`src/rtl/mesh_port_arbiter.sv`:
```
// Round-robin arbiter that shares one router output port among num_req input FIFOs.
// Grants are bursts of up to burst_len packets, staged through a single output register.
module mesh_port_arbiter #(
  parameter int pckg_sz   = 40,
  parameter int num_req   = 4,
  parameter int burst_len = 4,
  localparam int gw = (num_req > 1) ? $clog2(num_req) : 1,
  localparam int cw = $clog2(burst_len + 1)
) (
  input  logic                       clk,
  input  logic                       reset,
  input  logic [num_req-1:0]         pndng_i,
  input  logic [num_req*pckg_sz-1:0] data_i,
  output logic [num_req-1:0]         pop_o,
  input  logic                       full_i,
  output logic                       push_o,
  output logic [pckg_sz-1:0]         data_o,
  output logic [gw-1:0]              gnt_id_o,
  output logic                       busy_o,
  output logic                       dbg_state,
  output logic [cw-1:0]              dbg_cnt
);

  typedef enum logic {st_idle, st_serve} state_t;

  state_t              state, state_nxt;
  logic [gw-1:0]       gnt, gnt_nxt;
  logic [gw-1:0]       last, last_nxt;
  logic [cw-1:0]       cnt, cnt_nxt, cnt_inc;
  logic                out_vld;
  logic                pop;
  logic                slot_free;
  logic                sel_vld;
  logic [gw-1:0]       sel, cand;
  logic [pckg_sz-1:0]  head [num_req];

  always_comb begin
    for (int r = 0; r < num_req; r++) begin
      head[r] = data_i[r*pckg_sz +: pckg_sz];
    end
  end

  // Handshake: push_o is a valid that holds data_o stable until a cycle with
  // full_i == 0, where the packet is taken on that rising edge.
  assign slot_free = !out_vld || !full_i;
  assign cnt_inc   = cnt + cw'(1);

  // Rotating priority: the requester just after the last granted one wins.
  always_comb begin
    sel_vld = 1'b0;
    sel     = last;
    cand    = last;
    for (int i = 1; i <= num_req; i++) begin
      cand = gw'((int'(last) + i) % num_req);
      if (!sel_vld && pndng_i[cand]) begin
        sel_vld = 1'b1;
        sel     = cand;
      end
    end
  end

  always_comb begin
    state_nxt = state;
    gnt_nxt   = gnt;
    last_nxt  = last;
    cnt_nxt   = cnt;
    pop       = 1'b0;
    case (state)
      st_idle: begin
        if (sel_vld) begin
          state_nxt = st_serve;
          gnt_nxt   = sel;
          cnt_nxt   = '0;
        end
      end
      st_serve: begin
        if (!pndng_i[gnt]) begin
          state_nxt = st_idle;
          last_nxt  = gnt;
        end else if (slot_free) begin
          pop     = 1'b1;
          cnt_nxt = cnt_inc;
          if (cnt_inc == cw'(burst_len)) begin
            state_nxt = st_idle;
            last_nxt  = gnt;
          end
        end
      end
      default: state_nxt = st_idle;
    endcase
  end

  // The reset term keeps the FIFOs untouched while the arbiter is held in reset.
  always_comb begin
    pop_o      = '0;
    pop_o[gnt] = pop && reset;
  end

  always_ff @(posedge clk or negedge reset) begin
    if (!reset) begin
      state <= st_idle;
      gnt   <= gw'(num_req - 1);
      last  <= gw'(num_req - 1);
      cnt   <= '0;
    end else begin
      state <= state_nxt;
      gnt   <= gnt_nxt;
      last  <= last_nxt;
      cnt   <= cnt_nxt;
    end
  end

  // A pop refills the register in the same edge the old packet drains.
  always_ff @(posedge clk or negedge reset) begin
    if (!reset) begin
      out_vld <= 1'b0;
      data_o  <= '0;
    end else if (pop) begin
      out_vld <= 1'b1;
      data_o  <= head[gnt];
    end else if (!full_i) begin
      out_vld <= 1'b0;
    end
  end

  assign push_o    = out_vld;
  assign gnt_id_o  = gnt;
  assign busy_o    = (state == st_serve);
  assign dbg_state = (state == st_serve);
  assign dbg_cnt   = cnt;

endmodule
```
`config.mk`:
```
export PLATFORM = sky130hd
export DESIGN_NAME = mesh_port_arbiter
export DESIGN_NICKNAME = d
export VERILOG_FILES = /design/src/rtl/mesh_port_arbiter.sv
export SDC_FILE = /design/constraint.sdc
export NUM_CORES = 1
export LEC_CHECK = 0
export CAP_MARGIN = 20
export CORE_MARGIN = 2
export CORE_UTILIZATION = 39
export CTS_CLUSTER_DIAMETER = 120
export DETAILED_ROUTE_END_ITERATION = 8
export PLACE_DENSITY_LB_ADDON = 0.12
export SETUP_SLACK_MARGIN = 0.02
export SLEW_MARGIN = 15
export SYNTH_ARGS = -nofsm -noshare
export SYNTH_HDL_FRONTEND = slang
export SYNTH_SLANG_ARGS = --single-unit
```
`constraint.sdc`:
```
create_clock -name clk -period 3.35 [get_ports clk]
set_input_delay 0.335 -clock clk [delete_from_list [all_inputs] [get_ports clk]]
set_output_delay 0.335 -clock clk [all_outputs]
set_load 0.02 [all_outputs]
```
== Word level (Yosys, flattened, before mapping) ==
Cells that the tools add are included.

* $add $sub $neg: 5
* $lt $le $gt $ge: 7
* Eq/ne operators: 7
* Muxes and demuxes: 40
* Bitwise gates (word level): 3
* Reductions and logical operators: 14

{| class="wikitable"
|+ Operators by type and width
! kind !! number
|-
| 40-bit binary-select mux with 2-bit select || 1
|-
| 40-bit 2-to-1 mux || 2
|-
| 1-bit 2-to-1 mux || 19
|-
| 2-bit by 3-bit less-than comparator with 1-bit output (second input constant) || 5
|-
| 2-bit 2-to-1 mux || 7
|-
| 1-bit binary-select mux with 2-bit select || 5
|-
| 3-bit 2-to-1 mux || 3
|-
| 2-bit by 1-bit inequality test with 1-bit output (second input constant) || 4
|-
| 3-bit case mux with 2 select lines || 1
|-
| 3-bit AND reduction || 2
|-
| 1-bit logical AND || 5
|-
| 1-bit logical NOT || 5
|-
| 2-bit by 1-bit adder with 2-bit output (second input constant) || 2
|-
| 2-bit adder (second input constant) || 2
|-
| 4-bit bitwise AND || 1
|-
| 2-bit inequality test (second input constant) || 2
|-
| 3-bit by 1-bit adder with 3-bit output (second input constant) || 1
|-
| 3-bit == test (second input constant) || 1
|-
| 3-bit >= comparator (second input constant) || 1
|-
| 2-bit inverter with 3-bit output || 1
|-
| 1-bit demux with 2-bit select || 1
|-
| 2-bit by 1-bit >= comparator with 1-bit output (second input constant) || 1
|-
| 1-bit case mux with 2 select lines || 1
|-
| 2-bit AND reduction || 1
|-
| 2 further kinds || 2
|}

* Bits in registers: 49
* Output and inout bits: 52
* Logic and storage cells: 82

== Depth between registers and ports, before layout ==
* Depth after elaboration: 15
* Depth in mapped cells: 6

== Worst setup path after synthesis ==
Ideal clock, no wire load.

* Path type: register to register
* Start: register gnt[1], in the netlist gnt_id_o[1]
* End: register data_o[0]
* Setup time: 0.125 ns
* Data arrival time: 1.929 ns
* Required time: 3.225 ns
* Setup slack: 1.296 ns
* Cell stages (with the launch flop): 7
* Buffers on the path: 2
* Clock period less this slack: 2.054 ns
* Cell sequence: dfstp_2 buf_6 mux2_4 a22oi_4 nand2b_4 buf_12 mux2_4

* Longest elaborated chain between the ends: 4

{| class="wikitable"
|+ RTL lines
! what !! RTL line !! source
|-
| start, declared || 27 || <nowiki>logic [gw-1:0] gnt, gnt_nxt;</nowiki>
|-
| start signal, assigned || 102 || <nowiki>gnt <= gw'(num_req - 1);</nowiki>
|-
| start signal, assigned || 107 || <nowiki>gnt <= gnt_nxt;</nowiki>
|-
| 1-bit binary-select mux with 2-bit select or 2-bit inverter with 3-bit output (tied branches) || 77, 120 ||
|-
| 1-bit 2-to-1 mux (not written as such) or 40-bit binary-select mux with 2-bit select (tied branches) || 77, 120 ||
|-
| 1-bit 2-to-1 mux or 40-bit 2-to-1 mux (tied branches) || 77, 120 ||
|-
| 1-bit 2-to-1 mux or 40-bit 2-to-1 mux (tied branches) || 68, 120 ||
|-
| end signal, assigned || 120 || <nowiki>data_o <= head[gnt];</nowiki>
|-
| end, declared || 17 || <nowiki>output logic [pckg_sz-1:0] data_o,</nowiki>
|}

Parallel ways exist; a longest one is shown, timed or not. The select of a mux whose other input is x is not followed.
A chain may end at the register's enable or synchronous reset.

== Worst setup path in the final report ==
* Start: register gnt[0], in the netlist gnt_id_o[0]
* End: output port pop_o[0]

* Longest elaborated chain between the ends: 6

{| class="wikitable"
|+ RTL lines
! what !! RTL line !! source
|-
| parallel branches: the longest is 5 deep, another holds 2-bit by 3-bit less-than comparator with 1-bit output || - ||
|-
| 4-bit bitwise AND (no source line) * || - ||
|-
| end, declared || 14 || <nowiki>output logic [num_req-1:0] pop_o,</nowiki>
|}

Every way passes the cells marked *. The select of a mux whose other input is x is not followed.

==> metrics.txt <==
Initial DRC Count slightly below 70; WHS approximately 0.22 ns; gpl congestion 0.783; H-tree depth 2; P_int about 2900 uW; max_slew headroom between 50% and 60%; first-pass GRT wire length 14300 um; number of max-cap violations 0; crit path DAT 2.25 ns; crit path kind reg2out; RSZ-0062 raised after global routing false; I/O pins around 220; sw frac 36.7%; Power Density 820 nW/um2; Clock Power Share 7.6%; Detail Route Antenna Nets 0; Critical Path RT 3.01 ns; Critical Path End Type primary output; DRT Pass-1 Iters 4; leakage dissipation 0.00231 uW; setup_tns 0 ns; Final Worst Setup Slack a little under 0.8 ns; Synth Area in Compound Gates 3.13%; area grow syn2layout 70.0%; Place WS 0.844 ns; Initial Util 40.1%; core area 8180 um2; adder-cell share of the synthesized area less than 1%; Switch Pwr 1680 uW; total setup buffers inserted after CTS 0; Final Skew 0.00988 ns; CTS tree yes; Post-CTS Hold Buffers 0; Worst-path clk slew 0.10 ns; final period utilization between 70 and 80%; main combinational cell family by area after synthesis multiplexers; Avg Vias per Cell 5.11; cells along the critical path a21oi_1, nand2_1, nor4_1, clkdlybuf4s50_1; Resized Gates After CTS 0; largest net degree at the start of global routing 50; total clock sinks about 50; clk root buf clkbuf_8; Sequential Power Share 26.3%; Detailed Route WL roughly 9500 um; Detailed Place HPWL 7550 um; CP max stage delay 0.66 ns; combinational share of power 66.1%; Syn Area/Cell about 16 um2; initial antenna violation count 0; YS warnings 0; Synth Area in Simple Gates under 10%; Worst Hold Class in2async; Synth Instances 203; share of cells above drive strength 1 between 20% and 30%; width of the die 95.7 um; outcome finished clean; Synth Cell Area 3280 um2; final hold viol count 0; Yosys reg bits 49; FMAX 387 MHz; clock buffer depth 2; Total Routing Usage GR 20.6%; overflow left after global routing 0; Mapped Nets 372; Cell variety after synth 37; CP Max Fanout 21; Seq/Total Area, Yosys a little under two fifths; num rows 33; Routed WL per cell between 15 and 20 um; Die Y between 90 and 100 um; total clock buffers created by CTS 5; minimum clock period 2.58 ns; crit path launch type register; worst skew pair latency 0.30 ns; Synth Area in XOR/XNOR 0.534%; Slew @ Worst Pin 0.624 ns; Slowest cell on crit path clkdlybuf4s50_1; count of pins over their slew limit 0; antenna cell count 0; Final nets 586; die area 9170 um2; via count between 2000 and 3000; post-synthesis mux area share 48.1%; maximum VDD drop 0.000550 V; Finish-stage setup viols 0; vias in the first global route 2856; # port buffers 218; Residual DRC 0
==> critical path: cells and delay by family (launching register included) <==
family	cells	cell delay [ns]
buffers and inverters	1	0.66
AND/OR/NAND/NOR	2	0.40
flip-flops	1	0.54
AO/OA/AOI/OAI	1	0.34
==> cells by family (layout without fill, tap and decap cells) <==
logic type / after synthesis / in the layout
muxes: 85 / 85
DFF: 49 / 49
and+or+nand+nor: 32 / 32
buffers and inverters: 19 / 234
AOI/OAI and AO/OA: 14 / 14
adders and majority gates: 2 / 2
xor gates and xnor gates: 2 / 2
==> metrics by stage <==
step | area, um2 | power (uW) | cells | util (%)
2_1_floorplan | 3280 | 3270 | 203 | -
3_3_place_gp | 5490 | 4230 | 515 | 67.1
3_5_place_dp | 5490 | 4260 | 515 | 67.1
4_1_cts | 5580 | 4640 | 523 | 68.3
5_1_grt | 5580 | 4860 | 523 | 68.3
6_report | 5580 | 4570 | 523 | 68.3
==> sequential cells by signal (all words and copies together) (netlist names) <==
name and flops:
busy_o 1, data_o 40, dbg_cnt 3, gnt_id_o 2
last 2, push_o 1
==> synthesized netlist by cell type, drive strengths merged <==
| library cell | n | area, um2 |
|---|---|---|
| dfrtp | 45 | 1130 |
| mux2 | 44 | 653 |
| mux4 | 40 | 916 |
| buf | 14 | 139 |
| nand2 | 9 | 33.8 |
| nor2 | 6 | 22.5 |
| a21oi | 4 | 20.0 |
| dfstp | 4 | 105 |
| nand2b | 4 | 32.5 |
| inv | 3 | 11.3 |
| nand3 | 3 | 15.0 |
| nor4 | 3 | 18.8 |
| o21ai | 3 | 15.0 |
| ha | 2 | 25.0 |
| nor2b | 2 | 12.5 |
| nor3 | 2 | 10.0 |
| o211ai | 2 | 15.0 |
| a21boi | 1 | 7.51 |
| a22o | 1 | 8.76 |
| a22oi | 1 | 21.3 |
| and3 | 1 | 6.26 |
| clkbuf | 1 | 3.75 |
| dlygate4sd1 | 1 | 8.76 |
| mux2i | 1 | 10.0 |
| nand4 | 1 | 6.26 |
| o221ai | 1 | 8.76 |
| o22ai | 1 | 6.26 |
| or3 | 1 | 6.26 |
| xnor2 | 1 | 8.76 |
| xor2 | 1 | 8.76 |
==> power by group through the flow <==
stage	registers, uW	clock network, uW	logic (uW)
3_5_place_dp	1210	0	3050
3_3_place_gp	1200	0	3030
6_report	1200	349	3020
4_1_cts	1210	366	3060
5_1_grt	1260	398	3200
2_1_floorplan	1480	0	1790
==> metal layers <==
layer	up-vias	global-route usage, %	wire length [um]
met3	9	6.42	853
met2	116	36.4	4930
met5	-	0	0
met1	1319	25.0	3690
met4	0	3.57	70
li1	1230	-	-
==> layout by cell type (no fill, tap or decap), types with 4 or more instances in the layout <==
| master | instances |
|---|---|
| mux4_2 | 36 |
| mux4_1 | 4 |
| nand2_1 | 9 |
| a21oi_1 | 4 |
| dfstp_2 | 4 |
| dfrtp_1 | 45 |
| mux2_4 | 42 |
| nor2_1 | 6 |
| clkbuf_8 | 5 |
| clkdlybuf4s50_1 | 217 |
| buf_4 | 4 |
==> area by class of cell <==
type                            count  area (um2)
Timing Repair Buffer              223        2230
Inverter                            3        11.3
Fill cell                         624        2590
Multi-Input combinational cell    135        1890
Clock buffer                        5        68.8
Sequential cell                    49        1230
Clock inverter                      3        22.5
Tap cell                          105         131
==> path summary, 6_finish.rpt <==
path / depth (start not counted) / slack [ns] / end / from
setup / recovery: 4 / 0.77 / pop_o[0] / gnt_id_o[0]
hold / removal: 2 / 0.22 / data_o[17] / reset
setup reg to reg: 5 / 1.01 / data_o[38] / gnt_id_o[0]
hold reg to reg: 1 / 0.52 / data_o[22] / data_o[22]
max in group asynchronous: 2 / 2.72 / data_o[36] / reset
min in group clk: 1 / 0.52 / data_o[22] / data_o[22]
Power figures use the tool's default switching activity.
